==> src/rtl/serial_link_arbiter.sv <==
`timescale 1ns/1ps
// serial_link_arbiter: round-robin owner of one serial deserializer link shared by N byte requesters.
// Each transaction sends the granted byte (preamble + 8 bits LSB first) and checks what comes back.
module serial_link_arbiter #(
    parameter int N       = 4,
    parameter int TIMEOUT = 32
) (
    input  logic           clock_100KHz,
    input  logic           reset,
    input  logic [N-1:0]   req,
    input  logic [8*N-1:0] req_data,
    output logic [N-1:0]   grant,
    output logic [N-1:0]   done,
    output logic [N-1:0]   err,
    output logic [7:0]     rx_byte,
    output logic           busy,
    output logic           des_write,
    output logic           des_data,
    output logic           des_ack,
    input  logic           des_status,
    input  logic           des_ready,
    input  logic [7:0]     des_byte
);
    localparam int PW = (N > 1) ? $clog2(N) : 1;
    localparam int TW = $clog2(TIMEOUT);

    typedef enum logic [2:0] {IDLE, FLUSH, PRE, SHIFT, WAIT_RDY, ACK, RELEASE, DONE_ERR} state_t;

    state_t        state, state_next;
    logic [PW-1:0] ptr, gidx, sel_idx, idx;
    logic [7:0]    lane [N];
    logic [7:0]    sel_byte, shift, cmp;
    logic [2:0]    cnt;
    logic [TW-1:0] timer;
    logic          sel_found, rel_first, finish;

    for (genvar i = 0; i < N; i++) begin : g_lane
        assign lane[i] = req_data[8*i +: 8];
    end

    // Later iterations win, so walking k downward leaves the first request at or after ptr.
    always_comb begin
        sel_found = 1'b0;
        sel_idx   = '0;
        sel_byte  = '0;
        idx       = '0;
        for (int k = N - 1; k >= 0; k--) begin
            idx = PW'((int'(ptr) + k) % N);
            if (req[idx]) begin
                sel_found = 1'b1;
                sel_idx   = idx;
                sel_byte  = lane[idx];
            end
        end
    end

    always_ff @(posedge clock_100KHz or posedge reset) begin
        if (reset) state <= IDLE;
        else       state <= state_next;
    end

    always_comb begin
        state_next = state;
        case (state)
            IDLE:     state_next = des_ready ? FLUSH : (!des_status && sel_found) ? PRE : IDLE;
            FLUSH:    state_next = IDLE;
            PRE:      state_next = SHIFT;
            SHIFT:    state_next = (cnt == 3'd7) ? WAIT_RDY : SHIFT;
            WAIT_RDY: state_next = des_ready ? ACK : (timer == TW'(TIMEOUT - 1)) ? DONE_ERR : WAIT_RDY;
            ACK:      state_next = RELEASE;
            RELEASE:  state_next = des_ready ? RELEASE : IDLE;
            DONE_ERR: state_next = IDLE;
            default:  state_next = IDLE;
        endcase
    end

    assign finish = (state == RELEASE && !des_ready) || state == DONE_ERR;

    always_ff @(posedge clock_100KHz or posedge reset) begin
        if (reset) begin
            ptr       <= '0;
            gidx      <= '0;
            grant     <= '0;
            shift     <= '0;
            cmp       <= '0;
            cnt       <= '0;
            timer     <= '0;
            rx_byte   <= '0;
            rel_first <= 1'b0;
        end else begin
            if (state == IDLE && state_next == PRE) begin
                shift <= sel_byte;
                cmp   <= sel_byte;
                grant <= N'(1) << sel_idx;
                gidx  <= sel_idx;
            end
            if (state == PRE) begin
                cnt   <= '0;
                timer <= '0;
            end
            if (state == SHIFT) begin
                shift <= shift >> 1;
                cnt   <= cnt + 3'd1;
            end
            if (state == WAIT_RDY) begin
                timer <= timer + 1'b1;
                if (des_ready) rx_byte <= des_byte;
            end
            if (finish) begin
                grant <= '0;
                ptr   <= PW'((int'(gidx) + 1) % N);
            end
            rel_first <= state == ACK;
        end
    end

    always_comb begin
        busy      = state != IDLE;
        des_write = state == PRE || state == SHIFT;
        des_data  = state == SHIFT && shift[0];
        des_ack   = state == FLUSH || state == ACK;
        done      = ((state == RELEASE && rel_first) || state == DONE_ERR) ? grant : '0;
        err       = (state == DONE_ERR || (state == RELEASE && rel_first && rx_byte != cmp)) ? grant : '0;
    end
endmodule
==> config.mk <==
export PLATFORM = sky130hd
export DESIGN_NAME = serial_link_arbiter
export DESIGN_NICKNAME = d
export VERILOG_FILES = /design/src/rtl/serial_link_arbiter.sv
export SDC_FILE = /design/constraint.sdc
export NUM_CORES = 1
export LEC_CHECK = 0
export BUFFER_PORTS_ARGS = -buffer_cell sky130_fd_sc_hd__buf_2
export CAP_MARGIN = 0
export CORE_UTILIZATION = 50
export DETAILED_ROUTE_END_ITERATION = 6
export MAX_ROUTING_LAYER = met4
export PLACE_DENSITY = 0.77
export SKIP_CTS_REPAIR_TIMING = 1
export SLEW_MARGIN = 20
export SYNTH_ARGS = -nofsm -noshare
export SYNTH_HDL_FRONTEND = slang
export SYNTH_SLANG_ARGS = --single-unit
==> constraint.sdc <==
create_clock -name clock_100KHz -period 1.8 [get_ports clock_100KHz]
set_input_delay 0.09 -clock clock_100KHz [delete_from_list [all_inputs] [get_ports clock_100KHz]]
set_output_delay 0.09 -clock clock_100KHz [all_outputs]
set_load 0.1 [all_outputs]
* After elaboration in Yosys (flattened, before gate mapping)
Index checks and enable logic that the tools add are counted.
** Word-level totals
- Bits in writable memories :: 0
- Bits in latches :: 0
- ROM bits :: 0
- Register bits :: 44
- Memories kept :: 0
- Output and inout bits :: 24
- Bits of input ports :: 48
** Operators by class
- Reductions and logical operators :: 21
- $mul :: 0
- Add/subtract/negate cells :: 6
- Divide/modulo/power cells :: 0
- Order comparisons :: 8
- Bitwise logic cells :: 4
- Eq/ne operators :: 11
- Shift-type cells :: 1
- Muxes and demuxes :: 49
** Operators with widths (count)
- 8-bit two-way mux :: 14
- 8-bit binary-select mux with 2-bit select :: 4
- 3-bit one-hot mux with 7 select lines :: 1
- 2-bit two-way mux :: 8
- 4-bit two-way mux :: 4
- 3-bit equality test (second input constant) :: 5
- 3-bit >= comparator (second input constant) :: 4
- 2-bit by 3-bit less-than comparator with 1-bit output (second input constant) :: 4
- 3-bit two-way mux :: 4
- 2-bit NOT with 3-bit output :: 4
- 5-bit two-way mux :: 2
- 3-bit by 2-bit equality test with 1-bit output (second input constant) :: 3
- 1-bit binary-select mux with 2-bit select :: 4
- 1-bit two-way mux :: 8
- 8-bit != test :: 1
- 2-bit nonzero test :: 4
- 1-bit logical AND :: 6
- 5-bit by 1-bit adder with 5-bit output (second input constant) :: 1
- 5-bit equality test (second input constant) :: 1
- 1-bit logical OR :: 5
- 2-bit by 1-bit adder with 2-bit output (second input constant) :: 2
- 2-bit adder (second input constant) :: 2
- 1-bit by 2-bit left shift with 4-bit output (first input constant) :: 1
- 3-bit by 1-bit adder with 3-bit output (second input constant) :: 1
- other kinds (6) :: 7

* Logic depth before layout (Yosys ltp)
Gate-level depths: netlist of run 1.
- Word-level depth :: 15
- Depth in mapped cells :: 8
- Depth with buffers taken out :: 7

* Least setup slack after synthesis of run 1
OpenSTA, ideal clock, no wires.
- Path type :: flip-flop to flip-flop
- Start point :: register state[0]
- End point :: register rel_first
- Clock period less this slack :: 2.451 ns
- Data required time :: 1.727 ns
- Cell stages (with the launch flop) :: 5
- Library setup time :: 0.073 ns
- Buffers on the path :: 2
- Slack :: -0.651 ns
- Arrival :: 2.378 ns
- Path through :: dfrtp_1 -> buf_2 -> clkbuf_1 -> nor2b_1 -> and2_1
** On the way
- Longest elaborated chain between the ends :: 1
** RTL lines
- start: declaration :: line 29 : state_t state, state_next;
- start signal: assignment :: line 59 : else state <= state_next;
- 3-bit equality test :: line 113 : rel_first <= state == ACK;
- end signal: assignment :: line 89 : rel_first <= 1'b0;
- end signal: assignment :: line 113
- end: declaration :: line 35 : logic sel_found, rel_first, finish;
Every way passes these cells.
A chain may end at the register's enable or synchronous reset.

* Final worst setup path of run 1
- Start point :: register rx_byte[1]
- End point :: output port err[1]
** On the way
- Longest elaborated chain between the ends :: 4
** RTL lines
- start: declaration :: line 15 : output logic [7:0] rx_byte,
- start signal: assignment :: line 107 : if (des_ready) rx_byte <= des_byte;
- 8-bit != test :: line 123 : err = (state == DONE_ERR || (state == RELEASE && rel_first && rx_byte != cmp)) ? grant : '0;
- 1-bit logical AND :: line 123
- 1-bit logical OR :: line 123
- 4-bit two-way mux :: line 123
- end: declaration :: line 14 : output logic [N-1:0] err,
Every way passes these cells.

==> flow_summary_export.csv, run 1 <==
group,metric,value,unit
sta,hold_violations,0,
critical_path,critPathArrivalTime,2110,ps
clocking,cts_sinks,44,
placement,routabilityCongestion,0.858,
synthesis,synth.distinct_cells,55,
detailed_routing,drt_pre_antenna_iters,5,
synthesis,synth_edf_count,0,
sta,period_share,122,%
detailed_routing,drt-total-wl,10.2,mm
critical_path,ff2ff_setup_slack,-280,ps
clocking,cts_tree,"built",
synthesis,synthCells,364,
sta,worst_slack,-402,ps
detailed_routing,drtIter0Drc,235,
synthesis,synth_compound_area_share,20.0,%
clocking,clk_latency,300,ps
grt,grt_start_max_net_pins,45,
synthesis,muxShareOfSynthArea,15.4,%
placement,dp.final_hpwl,6.77,mm
floorplan,die_w,82.4,um
detailed_routing,drc_errors,0,
layout,layoutNonFillerInstCount,562,
synthesis,ys_warn_count,0,
critical_path,timing.rr.start,"ptr[1]",
sta,rsz0062_at_grt,"yes",
clocking,root_buffer,"clkbuf_8",
floorplan,io_pins,72,
layout,nets,538,
layout,mostFrequentLayoutCells,"61 x buf_2, 54 x nand2_1, 51 x buf_4",
floorplan,rows,28,
synthesis,synth_fp_nets,416,
power,ir_worst_vdd,0.00179,V
synthesis,synth_top_family_by_area,"simple AND/OR/NAND/NOR gates",
sta,setup_violations,24,
critical_path,r2r.worst_path.cells,9,
critical_path,required,1710,ps
detailed_routing,avgRoutedWirePerCell,18.2,um
critical_path,worstPathMaxFanout,4,
hold_path,hold_path_class,"primary input to flop",
synthesis,postSynthAreaPerCell,8.88,sq um
sta,finalMaxSlewViolations,0,
critical_path,timing.rr.end,"shift[7]",
detailed_routing,vias_per_cell,6.24,
sta,clock.fmax,454,MHz
layout,drive_gt1_share,49.5,%
job,drv_cap,0,
synthesis,synth-simple-area-share,21.7,%
synthesis,synth_fa_ha_area_share,1.55,%
clocking,cts_inserted_buffers,5,
critical_path,crit_type,"flop to output pin",
clocking,htree_levels,2,
power,power,0.00724,W
synthesis,ys_seq_area_share,34.1,%
synthesis,syn_area,3230,sq um
grt,grt_pass1_vias,3173,
power,powerDensity,1500,nW/um^2
sta,max-slew-margin-rel,61.7,%
synthesis,synth_xor_area_share,2.44,%
grt,grt_antenna_before_repair,0,
critical_path,cpPeakStageDelay,490,ps
placement,post-place-ws,-230,ps
layout,fillers,377,
power,cellLeakagePower,2.22,nW
layout,area_delta_synth_final,49.5,%
synthesis,synthFlopType,"dfrtp_1",
grt,grt-ovfl-total,0,
grt,grt_pass1_wl,14.5,mm
layout,num_antenna_cells,0,
layout,layout_commonest_cell,"buf_2",
synthesis,ys_async_sr_fraction,100,%
run_status,status,"complete, but fails checks",
critical_path,crit_chain,"xor2_2, nor4_2, o2111ai_1, o31a_1, and2_4, buf_12",
synthesis,synth-seq-cells,44,
detailed_routing,ant_nets,0,
detailed_routing,vias,3509,
critical_path,end_kind,"output pin",
placement,dpl.cell_count,539,
sta,worst_pin_slew,566,ps
run_status,violations,"setup timing",
critical_path,cpMaxStageDelayCell,"dfrtp_4",
clocking,clk_pin_slew,90,ps
floorplan,die-area,6790,sq um
floorplan,core,6060,sq um
hold_path,whs_endpoint,"rx_byte[4]",
sta,period_needed,2200,ps
placement,portBuffers,71,
floorplan,start_util,53.3,%
sta,fin_worst_skew,9.22,ps
floorplan,die_h,82.4,um
critical_path,start_kind,"flop",
grt,grtUsageTotal,28.8,%
clocking,cts_max_path_buffers,2,
hold_path,holdCritStartpoint,"des_byte[4]",
hold_path,holdPathStages,2,
## kinds of logic (layout without fill, tap and decap cells)
| logic type | Yosys count | after routing |
|---|---|---|
| AND/OR/NAND/NOR | 136 | 136 |
| buffers and inverters | 31 | 154 |
| adder cells (fa/ha/maj) | 4 | 4 |
| AO/OA/AOI/OAI | 97 | 97 |
| flip-flops | 44 | 44 |
| XOR/XNOR | 9 | 9 |
| multiplexers | 43 | 43 |
## routing by layer
layer	GRT usage [%]	vias to the layer above	part of all wire [%]
li1	-	1597	-
met1	34.3	1716	41
met2	50.8	171	51
met3	3.74	25	5.5
met4	7.89	0	2.3
met5	-	-	0
## flip-flops by register name, summed over array words and instances, names as in the netlist
signal and count:
cmp 8, rx_byte 8, shift 8, timer 5, grant 4, cnt 3
state 3, gidx 2, ptr 2, rel_first 1
## where the power goes
group	internal [W]	leakage [nW]	total (W)	switching (W)
sequential	0.00136	0.563	0.00169	0.000333
combinational	0.00203	1.61	0.00493	0.00290
clock	0.000271	0.0479	0.000622	0.000351
## how the worst max path moves through the flow
stage | startpoint | to
2_1_floorplan | state[0] | shift[5]
3_3_place_gp | ptr[1] | shift[3]
3_5_place_dp | ptr[1] | shift[0]
4_1_cts | rx_byte[0] | err[0]
5_1_grt | rx_byte[1] | err[1]
6_report | rx_byte[1] | err[1]
## synthesized netlist by cell type, types with 4 or more instances
| library cell | n | share of area [%] |
|---|---|---|
| and3_1 | 6 | 1.2 |
| xor2_1 | 7 | 1.9 |
| inv_1 | 4 | 0.46 |
| o221ai_1 | 16 | 4.3 |
| buf_2 | 10 | 1.5 |
| dfrtp_1 | 44 | 34 |
| mux4_2 | 4 | 2.8 |
| and2_1 | 12 | 2.3 |
| nor4_1 | 4 | 0.77 |
| o21ai_0 | 21 | 3.3 |
| a22oi_1 | 4 | 0.93 |
| nand2_1 | 56 | 6.5 |
| clkbuf_1 | 9 | 1.0 |
| ha_1 | 4 | 1.5 |
| nand3_1 | 18 | 2.8 |
| nor2b_1 | 4 | 0.77 |
| o31ai_1 | 5 | 1.2 |
| mux2i_1 | 24 | 7.4 |
| nand2b_1 | 4 | 0.77 |
| nor4bb_1 | 4 | 1.2 |
| mux2_2 | 15 | 5.2 |
| nor2_1 | 14 | 1.6 |
| a21oi_1 | 24 | 3.7 |
## cell type report
type	instances	area [sq um]	area share (%)
Multi-Input combinational cell	289	2380	49.3
Timing Repair Buffer	140	1120	23.3
Sequential cell	44	1120	23.1
Tap cell	75	93.8	1.94
Clock buffer	5	68.8	1.42
Inverter	6	26.3	0.544
Clock inverter	3	18.8	0.389
## stage by stage
step,TNS [ps],util (%),hold slack (ps),area (sq um)
floorplan,-5150,-,242,3320
global placement,-3510,68.3,253,4140
detailed placement,-3980,68.3,262,4140
CTS,-5870,69.8,-63.4,4230
global route,-6860,79.7,17.5,4830
finish,-5240,79.7,18.1,4830
## worst max-delay path: cells and delay by family (launching register included)
family                    cells  cell delay, ps
buffers and inverters         1             160
xor gates and xnor gates      1             150
DFF                           1             490
AOI/OAI and AO/OA             2             510
and+or+nand+nor               2             480
Power figures use the tool's default switching activity.
==> run 2, diff against run 1 <==
--- a/config.mk
+++ b/config.mk
@@ -11,6 +11,7 @@
 export DETAILED_ROUTE_END_ITERATION = 6
 export MAX_ROUTING_LAYER = met4
 export PLACE_DENSITY = 0.77
+export SETUP_SLACK_MARGIN = 0.1
 export SKIP_CTS_REPAIR_TIMING = 1
 export SLEW_MARGIN = 20
 export SYNTH_ARGS = -nofsm -noshare
==> run 2 against run 1 <==
  * The run still ends with setup timing left
  * Sequential share of layout area down 0.66 points
  * Combinational power up 2%
  * Clock power is 41% higher
  * Design area rose by 3.0%
  * Sequential cell count is the same
  * Die area stayed put
  * Global-route usage shrank 0.60 points
  * Critical path type unchanged
  * Largest power group unchanged
==> flow_summary_export.csv, run 2 (synthesis results as in run 1) <==
group,metric,value,unit
run_status,status,"complete, but fails checks",
run_status,violations,"setup timing",
placement,portBuffers,71,
placement,dp.final_hpwl,6.68,mm
detailed_routing,ant_nets,0,
critical_path,required,1710,ps
floorplan,die-area,6790,sq um
grt,grt_antenna_before_repair,0,
layout,area_delta_synth_final,54.0,%
critical_path,worst-path-buf-inv,1,
clocking,cts_sinks,44,
job,drv_cap,0,
sta,max-slew-margin-rel,67.4,%
layout,reg_top3,"cmp x8, rx_byte x8, shift x8",
placement,dpl.cell_count,538,
floorplan,io_pins,72,
clocking,cts_max_path_buffers,2,
critical_path,start_kind,"flop",
detailed_routing,vias,3504,
hold_path,hold_path_class,"primary input to flop",
grt,grt-ovfl-total,0,
clocking,cts_tree,"built",
floorplan,die_h,82.4,um
power,power,0.00764,W
sta,hold_violations,0,
sta,rsz0062_at_grt,"yes",
layout,stdcell_area,4980,sq um
sta,clock.fmax,456,MHz
detailed_routing,avgRoutedWirePerCell,18.2,um
critical_path,cpPeakStageDelay,490,ps
detailed_routing,drt-total-wl,10.5,mm
power,powerDensity,1530,nW/um^2
layout,num_antenna_cells,0,
power,cellLeakagePower,2.29,nW
sta,period_share,122,%
grt,grt_pass1_vias,3077,
sta,finalMaxSlewViolations,0,
clocking,htree_levels,2,
clocking,cts_inserted_buffers,5,
sta,period_needed,2200,ps
floorplan,rows,28,
critical_path,crit_type,"flop to output pin",
grt,grt_start_max_net_pins,45,
grt,grtUsageTotal,28.2,%
layout,layoutNonFillerInstCount,574,
critical_path,cpMaxStageDelayCell,"dfrtp_4",
critical_path,end_kind,"output pin",
floorplan,die_w,82.4,um
critical_path,critPathArrivalTime,2110,ps
detailed_routing,vias_per_cell,6.10,
clocking,clk_latency,300,ps
layout,nets,551,
sta,worst_pin_slew,492,ps
critical_path,crit_chain,"xor2_1, nor4_2, o2111ai_1, o31a_1, and2_4, buf_12",
sta,fin_worst_skew,4.12,ps
layout,mostFrequentLayoutCells,"63 x buf_2, 59 x buf_4, 54 x nand2_1",
clocking,root_buffer,"clkbuf_8",
floorplan,start_util,53.3,%
power,ir_worst_vdd,0.00136,V
grt,grt_pass1_wl,14.2,mm
layout,layout_commonest_cell,"buf_2",
placement,routabilityCongestion,0.906,
sta,worst_slack,-395,ps
detailed_routing,drt_pre_antenna_iters,5,
critical_path,worstPathMaxFanout,4,
layout,drive_gt1_share,51.5,%
detailed_routing,drc_errors,0,
sta,setup_violations,22,
floorplan,core,6060,sq um
layout,utilization,82.1,%
clocking,clk_pin_slew,80,ps
detailed_routing,drtIter0Drc,161,
placement,post_dp_cell_area,4180,sq um
critical_path,crit_family,"compound AO/OA/AOI/OAI gates",
run 2: per-stage QoR:
| step | TNS (ps) | hold WS, ps | setup slack, ps |
|---|---|---|---|
| 6_report | -3580 | 15.7 | -395 |
| 5_1_grt | -5130 | 27.0 | -447 |
| 4_1_cts | -6230 | -149 | -581 |
| 3_5_place_dp | -4290 | 173 | -369 |
| 3_3_place_gp | -3910 | 166 | -355 |
| 2_1_floorplan | -4800 | 242 | -269 |
run 2: layout make-up:
type / count / area (sq um)
inverter: 6 / 36.3
clock buffer: 5 / 68.8
sequential: 44 / 1120
multi-input combinational: 291 / 2390
clock inverter: 2 / 60.1
fill: 364 / 1080
timing repair buffer: 151 / 1210
tap: 75 / 93.8
run 2: power by group:
group	total, W	internal (W)	leakage (nW)	switching [W]
clock	0.000876	0.000546	0.0642	0.000330
sequential	0.00171	0.00136	0.563	0.000349
combinational	0.00505	0.00211	1.66	0.00294
total	0.00764	0.00402	2.29	0.00362
run 2: routing by layer:
layer  track usage (%)  wire, um
met5                 -         0
met4              7.02       175
met3              3.63       657
met2              48.1      5260
met1              35.3      4380
run 2: path summary, 6_finish.rpt:
check | start | to | slack (ps) | depth (start not counted)
worst max-delay path | rx_byte[1] | err[0] | -400 | 6
worst min-delay path | des_byte[4] | rx_byte[4] | 20 | 2
worst max register to register | state[1] | grant[1] | -190 | 4
worst min register to register | gidx[0] | ptr[0] | 510 | 1
max in group asynchronous | reset | ptr[0] | 1190 | 4
min in group asynchronous | reset | rx_byte[7] | 390 | 4
